[config.mk]
export PLATFORM = sky130hd
export DESIGN_NAME = pimc_gen2
export DESIGN_NICKNAME = d
export VERILOG_FILES = /design/src/rtl/pimc_pkg.sv /design/src/rtl/pimc_rr_arbiter.sv /design/src/rtl/pimc_gen2.sv
export SDC_FILE = /design/constraint.sdc
export NUM_CORES = 1
export LEC_CHECK = 0
export ABC_AREA = 1
export CORE_MARGIN = 8
export CORE_UTILIZATION = 53
export DETAILED_ROUTE_END_ITERATION = 8
export PLACE_DENSITY = 0.88
export SLEW_MARGIN = 10
export SYNTH_ARGS = -nofsm -noshare
export SYNTH_HDL_FRONTEND = slang
export SYNTH_HIERARCHICAL = 1
export SYNTH_SLANG_ARGS = --single-unit
export TNS_END_PERCENT = 5
[constraint.sdc]
create_clock -name clk -period 4.1 [get_ports clk]
set_input_delay 0.41 -clock clk [delete_from_list [all_inputs] [get_ports clk]]
set_output_delay 0.41 -clock clk [all_outputs]
set_load 0.02 [all_outputs]
[src/rtl/pimc_pkg.sv]
// Shared definitions for the platform interrupt message controller:
// register field positions, reset values, FSM states and window layout.
package pimc_pkg;

  // Per-line table entry field positions
  localparam int PID_LSB  = 0;
  localparam int PID_MSB  = 7;
  localparam int MASK_BIT = 8;
  localparam int MODE_BIT = 9;
  localparam int PEND_BIT = 10;

  // Control/status register field positions
  localparam int CSR_EN_BIT   = 0;
  localparam int CSR_BUSY_BIT = 1;
  localparam int CSR_LAST_LSB = 8;
  localparam int CSR_LAST_MSB = 15;

  // Reset values of the programmable state
  localparam logic [7:0] PID_RST  = 8'h00;
  localparam logic       MASK_RST = 1'b1;
  localparam logic       MODE_RST = 1'b0;
  localparam logic       EN_RST   = 1'b0;

  typedef enum logic {
    ST_IDLE   = 1'b0,
    ST_NOTIFY = 1'b1
  } pimc_state_t;

  typedef enum logic {
    MODE_LEVEL = 1'b0,
    MODE_EDGE  = 1'b1
  } pimc_mode_t;

  // One programmable table entry
  typedef struct packed {
    logic [7:0] pid;
    logic       mask;
    pimc_mode_t mode;
  } pimc_entry_t;

  // Byte offset of the CSR from the window base: it sits right after the table
  function automatic logic [47:0] csr_offset(input int n);
    return 48'(4 * n);
  endfunction

endpackage

[src/rtl/pimc_rr_arbiter.sv]
// Combinational round-robin arbiter: scans the request vector starting at
// 'start' and wrapping, granting the first asserted request.
module pimc_rr_arbiter #(
  parameter int N     = 16,
  parameter int IDX_W = (N > 1) ? $clog2(N) : 1
) (
  input  logic [N-1:0]     req,
  input  logic [IDX_W-1:0] start,
  output logic             valid,
  output logic [IDX_W-1:0] idx
);

  // First requester at or after 'start', wrapping through line 0
  always_comb begin
    int k;
    logic [IDX_W-1:0] k_idx;
    // NOTE: every output and temporary gets a default before any branch so no latch is inferred.
    valid = 1'b0;
    idx   = '0;
    k     = 0;
    k_idx = '0;
    for (int i = 0; i < N; i++) begin
      k = int'(start) + i;
      if (k >= N) k = k - N;
      k_idx = IDX_W'(k);
      if (!valid && req[k_idx]) begin
        valid = 1'b1;
        idx   = k_idx;
      end
    end
  end

endmodule

[src/rtl/pimc_gen2.sv]
// Platform interrupt message controller, second generation: synchronises
// external interrupt lines, tracks per-line pending state through a writable
// mask/mode/target table, and presents one message at a time on a
// notify/ack handshake with round-robin fairness between lines.
module pimc_gen2
  import pimc_pkg::*;
#(
  parameter int          IRQ_PIN_COUNT = 16,
  parameter logic [47:0] MMIO_BASE     = 48'h1000
) (
  input  logic                     clk,
  input  logic                     rst,
  input  logic [IRQ_PIN_COUNT-1:0] irq_in,
  input  logic [47:0]              mmio_addr,
  input  logic                     mmio_re,
  input  logic                     mmio_we,
  input  logic [31:0]              mmio_wdata,
  output logic [31:0]              mmio_rdata,
  output logic                     notify,
  output logic [7:0]               lineno,
  output logic [7:0]               processor_id,
  input  logic                     irqack
);

  localparam int N     = IRQ_PIN_COUNT;
  localparam int IDX_W = (N > 1) ? $clog2(N) : 1;

  // Input synchroniser and edge history
  logic [N-1:0] sync1_q, sync_q, sync_prev_q;
  logic [N-1:0] rise;

  // Programmable state
  pimc_entry_t  table_q [N];
  logic         enable_q;

  // Pending state
  logic [N-1:0] pend_q, pend_d;
  logic [N-1:0] mask_v, mode_v;
  logic [N-1:0] ack_clr;

  // Message state
  pimc_state_t      state_q, state_d;
  logic             grant_load, ack_fire;
  logic [7:0]       lineno_q, pid_q, last_q;
  logic [IDX_W-1:0] rr_start_q, cur_idx, nxt_idx;
  logic             grant_valid;
  logic [IDX_W-1:0] grant_idx;

  // MMIO decode
  logic [47:0]      off;
  logic [45:0]      word;
  logic             in_win, aligned, entry_hit, csr_hit;
  logic [IDX_W-1:0] sel_idx;
  logic [31:0]      rd_val, rdata_q;
  logic             unused_wdata;

  assign unused_wdata = ^mmio_wdata[31:MODE_BIT+1];

  // Two-flop synchroniser plus one history flop for edge detection
  always_ff @(posedge clk) begin
    // NOTE: sequential state uses non-blocking assignments so every flop samples pre-edge values.
    if (rst) begin
      sync1_q     <= '0;
      sync_q      <= '0;
      sync_prev_q <= '0;
    end else begin
      sync1_q     <= irq_in;
      sync_q      <= sync1_q;
      sync_prev_q <= sync_q;
    end
  end

  assign rise = sync_q & ~sync_prev_q;

  // Address decode: entries first, CSR immediately after the last entry
  assign off       = mmio_addr - MMIO_BASE;
  assign word      = off[47:2];
  assign in_win    = (mmio_addr >= MMIO_BASE);
  assign aligned   = (off[1:0] == 2'b00);
  assign entry_hit = in_win && aligned && (word < 46'(N));
  assign csr_hit   = in_win && (off == csr_offset(N));
  assign sel_idx   = word[IDX_W-1:0];

  // Table and global enable writes
  always_ff @(posedge clk) begin
    if (rst) begin
      // NOTE: the table is small and its reset values are architectural, so every entry is reset explicitly.
      for (int i = 0; i < N; i++) begin
        table_q[i].pid  <= PID_RST;
        table_q[i].mask <= MASK_RST;
        table_q[i].mode <= pimc_mode_t'(MODE_RST);
      end
      enable_q <= EN_RST;
    end else if (mmio_we) begin
      if (entry_hit) begin
        table_q[sel_idx].pid  <= mmio_wdata[PID_MSB:PID_LSB];
        table_q[sel_idx].mask <= mmio_wdata[MASK_BIT];
        table_q[sel_idx].mode <= pimc_mode_t'(mmio_wdata[MODE_BIT]);
      end
      if (csr_hit) enable_q <= mmio_wdata[CSR_EN_BIT];
    end
  end

  // Read mux for the addressed register
  always_comb begin
    rd_val = '0;
    if (entry_hit) begin
      rd_val[PID_MSB:PID_LSB] = table_q[sel_idx].pid;
      rd_val[MASK_BIT]        = table_q[sel_idx].mask;
      rd_val[MODE_BIT]        = table_q[sel_idx].mode;
      rd_val[PEND_BIT]        = pend_q[sel_idx];
    end else if (csr_hit) begin
      rd_val[CSR_EN_BIT]                = enable_q;
      rd_val[CSR_BUSY_BIT]              = notify;
      rd_val[CSR_LAST_MSB:CSR_LAST_LSB] = last_q;
    end
  end

  // Registered read data, held between reads
  always_ff @(posedge clk) begin
    if (rst)          rdata_q <= '0;
    else if (mmio_re) rdata_q <= rd_val;
  end

  assign mmio_rdata = rdata_q;

  // Next pending state: level lines follow the input, edge lines latch rises
  always_comb begin
    mask_v  = '0;
    mode_v  = '0;
    ack_clr = '0;
    pend_d  = '0;
    for (int i = 0; i < N; i++) begin
      mask_v[i] = table_q[i].mask;
      mode_v[i] = (table_q[i].mode == MODE_EDGE);
    end
    if (ack_fire) ack_clr[cur_idx] = 1'b1;
    for (int i = 0; i < N; i++) begin
      if (mode_v[i]) pend_d[i] = ~mask_v[i] & (rise[i] | (pend_q[i] & ~ack_clr[i]));
      else           pend_d[i] = sync_q[i] & ~mask_v[i];
    end
  end

  // Pending register
  always_ff @(posedge clk) begin
    if (rst) pend_q <= '0;
    else     pend_q <= pend_d;
  end

  pimc_rr_arbiter #(
    .N    (N),
    .IDX_W(IDX_W)
  ) u_arb (
    .req  (pend_q),
    .start(rr_start_q),
    .valid(grant_valid),
    .idx  (grant_idx)
  );

  assign cur_idx = lineno_q[IDX_W-1:0];
  assign nxt_idx = (int'(cur_idx) + 1 >= N) ? '0 : cur_idx + 1'b1;

  // FSM state register
  always_ff @(posedge clk) begin
    if (rst) state_q <= ST_IDLE;
    else     state_q <= state_d;
  end

  // FSM next state: grant from IDLE, retire the message on acknowledge
  always_comb begin
    state_d    = state_q;
    grant_load = 1'b0;
    ack_fire   = 1'b0;
    case (state_q)
      ST_IDLE: begin
        if (enable_q && grant_valid) begin
          state_d    = ST_NOTIFY;
          grant_load = 1'b1;
        end
      end
      ST_NOTIFY: begin
        if (irqack) begin
          state_d  = ST_IDLE;
          ack_fire = 1'b1;
        end
      end
      default: state_d = ST_IDLE;
    endcase
  end

  // Message latch, last-serviced record and round-robin start pointer
  always_ff @(posedge clk) begin
    if (rst) begin
      lineno_q   <= '0;
      pid_q      <= '0;
      last_q     <= '0;
      rr_start_q <= '0;
    end else begin
      if (grant_load) begin
        lineno_q <= 8'(grant_idx);
        pid_q    <= table_q[grant_idx].pid;
      end
      if (ack_fire) begin
        last_q     <= lineno_q;
        rr_start_q <= nxt_idx;
      end
    end
  end

  assign notify       = (state_q == ST_NOTIFY);
  assign lineno       = lineno_q;
  assign processor_id = pid_q;

endmodule
Word-level counts from Yosys, hierarchy flattened
Memories as Yosys holds them, arrays and structs flattened. A register that Yosys moved wholly into a read port is not among the register bits.
Cells that the tools add are included.

cells by class
  $add $sub $neg = 34
  $lt $le $gt $ge = 38
  equality and inequality tests = 1
  muxes and demuxes = 123
  bitwise gates (word level) = 99
  reduce and logical (&&, ||, !) cells = 38

operators by type and width
  kind                    count
  $mux 4                  35
  $lt 4x5->1 const B      18
  $ge 5x5->1 const B      16
  $bmux 1 s4              17
  $sub 4x1->4 const B     16
  $mux 1                  62
  $and 1x1->1             48
  $eq 48x7->1 const B     1
  $ge 48x13->1 const B    1
  $sub 48x13->48 const B  1
  $lt 46x5->1 const B     1
  $add 4x4->5 const B     8
  $not 1->1               33
  $add 4x3->5 const B     4
  $logic_and 1x1->1       20
  $and 16x16->16          1
  $mux 16                 1
  $not 16->16             1
  $or 1x1->1              16
  $logic_not 1->1         15
  $add 4x1->5 const B     2
  $add 4x2->5 const B     2
  $mux 10                 1
  $reduce_or 10->1        1
  other kinds (11)        12

word-level totals
  flip-flop bits (word level) = 94
  RAM bits = 160
  bits of input ports = 101
  output and inout bits = 49
  logic and storage cells = 344
  memories kept = 1

memory list
  memory   depth  width  rd ports  clocked after memory_dff  write ports  line             source
  table_q  16     10     18        1                         16           pimc_gen2.sv:33  pimc_entry_t table_q [N];

Logic depth before layout (Yosys ltp)
  word-level depth = 53
  gate-level depth with buffers = 30
  mapped depth without buffers = 27

By module
The synthesis kept the hierarchy.

modules (own cells, without submodules)
  module           times used  cells an instance  area an instance (um^2)  seq. area each (um^2)
  pimc_gen2        1           1594               13581.8                  6766.5
  pimc_rr_arbiter  1           342                1806.7                   0.0

Least setup slack after synthesis
Ideal clock, no wire load.

  kind = reg2reg
  start = register rr_start_q[1]
  end = register pid_q[2], in the netlist processor_id[2] (read register of table_q)
  library setup time = 122 ps
  arrival = 4075 ps
  required time = 3978 ps
  setup slack = -97 ps
  cell stages (with the launch flop) = 30
  path buffers = 5
  period minus slack after synthesis = 4197 ps
  cell sequence = dfxtp_1 -> inv_1 -> buf_2 -> ha_1 -> inv_1 -> buf_2 -> nand3_1 -> nand3_1 -> nand2_1 -> nand2_2 -> nand2_4 -> nor2_8 -> nand4_4 -> nor3_2 -> nand4_2 -> nor2_4 -> nand3_4 -> nor2_4 -> nand2_1 -> nand2_1 -> nand2_1 -> nand2_1 -> clkbuf_1 -> clkbuf_1 -> clkbuf_1 -> a21oi_1 -> o21ai_0 -> o211ai_1 -> a211oi_1 -> nor3_1

between the ends
  elaborated cells on any way between the ends = 160
  those cells by class = add/sub: 31; order compare: 16; mux: 82; reduce/logical: 31

RTL lines
  item                                                                  line                   source
  start: declaration                                                    pimc_gen2.sv:45        logic [IDX_W-1:0] rr_start_q, cur_idx, nxt_idx;
  start signal: assignment                                              pimc_gen2.sv:205       rr_start_q <= nxt_idx;
  parallel branches: the longest is 49 deep, another holds $add 4x1->5  -
  $mux 4 *                                                              pimc_rr_arbiter.sv:26  if (!valid && req[k_idx]) begin
  net grant_idx[0]                                                      pimc_gen2.sv:47        logic [IDX_W-1:0] grant_idx;
  end: declaration                                                      pimc_gen2.sv:44        logic [7:0] lineno_q, pid_q, last_q;

Mark *: on every way through the listed nets, which the timed path passes. The select of a mux whose other input is x is not followed.
A chain may end at the register's enable or synchronous reset.

Worst setup path in the final report
Ends and elaborated chain as after synthesis.

==> flow_summary.yaml <==
outcome:
  outcome: "finished, final reports clean"
placed_design:
  place.port_buffers: 103
  place_area_mm2: 0.0171
  place_congestion: 0.939
  post-place-ws_ps: 51.1
  dp_hpwl_um: 35300
clocking:
  clock-sinks: 258
  cts-root-buf: "clkbuf_16"
  cts.htree.levels: 1
  hold_buffers: 0
  cts_inserted_buffers: 26
  clkTransAtPathRegs_ps: 60
  cts_tree: "yes"
  ctsLongestPathBuffers: 3
  insertion_delay_ps: 540
finish:
  final_common_cell: "nand2_1"
  drive_gt1_share_pct: 14.9
  final_core_util_pct: 63.9
  n_antenna_cell: 0
  area_growth_pct: 18.9
  fin_area_mm2: 0.0183
  final_cell_mix: "327 x nand2_1, 299 x nor2_1, 178 x inv_1"
  fin_nets: 2174
power:
  ir_drop_mv: 0.388
  power.leakage_nw: 7.37
  finalPower_mw: 6.33
  power.density_mw_per_mm2: 346
setup_path:
  crit_fanout: 18
  crit_type: "reg -> reg"
  timing.critical_path.from_type: "register"
  crit_required_ps: 4520
  arrival_ps: 4340
  reg2reg_depth: 23
  critPathCaptureType: "register"
  critPathLaunch: "rr_start_q[1]"
  reg2reg_from: "rr_start_q[1]"
sta:
  skew_ps: 21.5
  fmax_mhz: 255
  min_period_ps: 3920
  period_share_pct: 95.6
  fin_ws_ps: 180
  setup_viol: 0
  slew_viol_final: 0
  hold_slack_ps: 389
  slew_headroom_pct: 27.8
  worst_pin_slew_ps: 1080
  hold_viol: 0
grt:
  gr-total-overflow: 0
  grt_pass1_vias: 14200
  grt_pass1_wl_um: 75200
  antenna_found_initial: 0
  grt_use_total_pct: 26.3
  grt_max_degree: 73
synth:
  avgSynthCellArea_um2: 7.95
  synth_seq_area_share_pct: 44.0
  synthCells: 1936
  synth_flop_cell: "edfxtp_1"
  async_reset_ff_share_pct: 0
  synth_seq_cells: 258
  synth-edff-count: 160
  synth_cell_types: 55
  synth_area_mm2: 0.0154
  ys.warnings.count: 6
routing:
  ant_nets: 0
  remaining_drc_errors: 0
  totalWireLength_um: 49100
  viasPerCell: 6.04
  drt_first_pass_iters: 9
  avgRoutedWirePerCell_um: 19.9
  vias: 14900
  drtIter0Drc: 1877
die:
  die_area_mm2: 0.0347
  ios: 150
  die-height_um: 186
  core_region_area_mm2: 0.0286
  num_rows: 62
  die_x_um: 186
  start_util_pct: 53.8
flow_run:
  drv_cap: 0
hold_path:
  min-delay-start: "irq_in[6]"
  holdPathStages: 3
  hold_class: "in -> reg"
[layer usage]
layer	vias up	part of all wire [%]	GRT usage, %
met5	-	0	0
met4	0	3.9	10.4
met3	185	11	4.83
met2	1015	47	44.2
met1	6875	38	33.2
li1	6812	-	-
[logic make-up after synthesis]
logic type | Yosys count | synth area share, %
compound gates | 308 | 12.4
xor+xnor | 12 | 0.829
fa+ha+maj | 11 | 0.894
buf+inv | 307 | 8.53
flops | 258 | 44.0
mux | 21 | 1.37
other cells | 1 | 0.0244
simple gates | 1018 | 32.0
[report_power, final]
| group | internal (mW) | total [mW] | switching, mW |
|---|---|---|---|
| combinational | 0.345 | 0.977 | 0.631 |
| sequential | 2.86 | 2.92 | 0.0626 |
| clock | 1.42 | 2.43 | 1.01 |
[final cells by class]
class                           count  area, µm²
Fill cell                        2313      10300
Clock inverter                     14        125
Clock buffer                       33        751
Tap cell                          384        480
Timing Repair Buffer              185       1810
Multi-Input combinational cell   1394       7610
Sequential cell                   258       6770
Inverter                          197        748
[through the flow]
| step | setup TNS, ps | std cells |
|---|---|---|
| after global routing | -203 | 2465 |
| after floorplan | 0 | 1959 |
| after detailed placement | 0 | 2404 |
| after global placement | 0 | 2404 |
| after CTS | 0 | 2451 |
| final | 0 | 2465 |
[critical path, stage by stage (launching register included)]
cell and delay (ps):
dfxtp_2 350, buf_6 150, ha_2 210, nand2_1 90
xor2_2 260, buf_4 170, nand3_1 70, nand2_1 100
nand4_1 170, nor2_4 130, nand4_2 120, nor2_4 210
nand4_2 130, nor2_2 120, nand4_1 90, nand2_1 90
nand2_1 80, nand2_4 120, buf_12 140, buf_12 150
mux2i_1 180, o211ai_1 160, a211oi_1 400, nor3_1 90
[sequential cells by signal (all words and copies together) (netlist names)]
name,count
enable_q,1
last_q,4
lineno,4
mmio_rdata,12
notify,1
pend_q,16
processor_id,8
rr_start_q,4
sync1_q,16
sync_prev_q,16
sync_q,16
table_q,160
[path summary, 6_finish.rpt]
kind,to,slack (ps)
max,processor_id[2],180
min,sync1_q[6],390
max reg2reg,processor_id[2],180
min reg2reg,sync_q[14],400
[repair_timing]
| item | 4_1_cts | 5_1_grt |
|---|---|---|
| hold endpoints to repair | 0 | 0 |
| resized for setup | 0 | 55 |
| buffers inserted | 0 | 12 |
| endpoints found under the setup margin | 0 | 9 |
[cell usage after synthesis (16+ instances only)]
master	count	area share [%]
nand4_1	45	1.8
dfxtp_1	98	13
o21ai_0	81	2.6
o211ai_1	21	1.0
clkbuf_1	64	1.6
nor2_1	304	7.4
o221ai_1	23	1.3
nand2_1	331	8.1
nor2_2	64	2.6
mux2i_1	20	1.3
a21oi_1	89	2.9
buf_4	28	1.4
a22oi_1	31	1.5
a31oi_1	16	0.65
nor3_1	57	1.9
a211oi_1	20	0.98
nand3_1	151	4.9
edfxtp_1	160	31
inv_1	182	4.4
No activity file was read; power rests on OpenSTA's default activity.
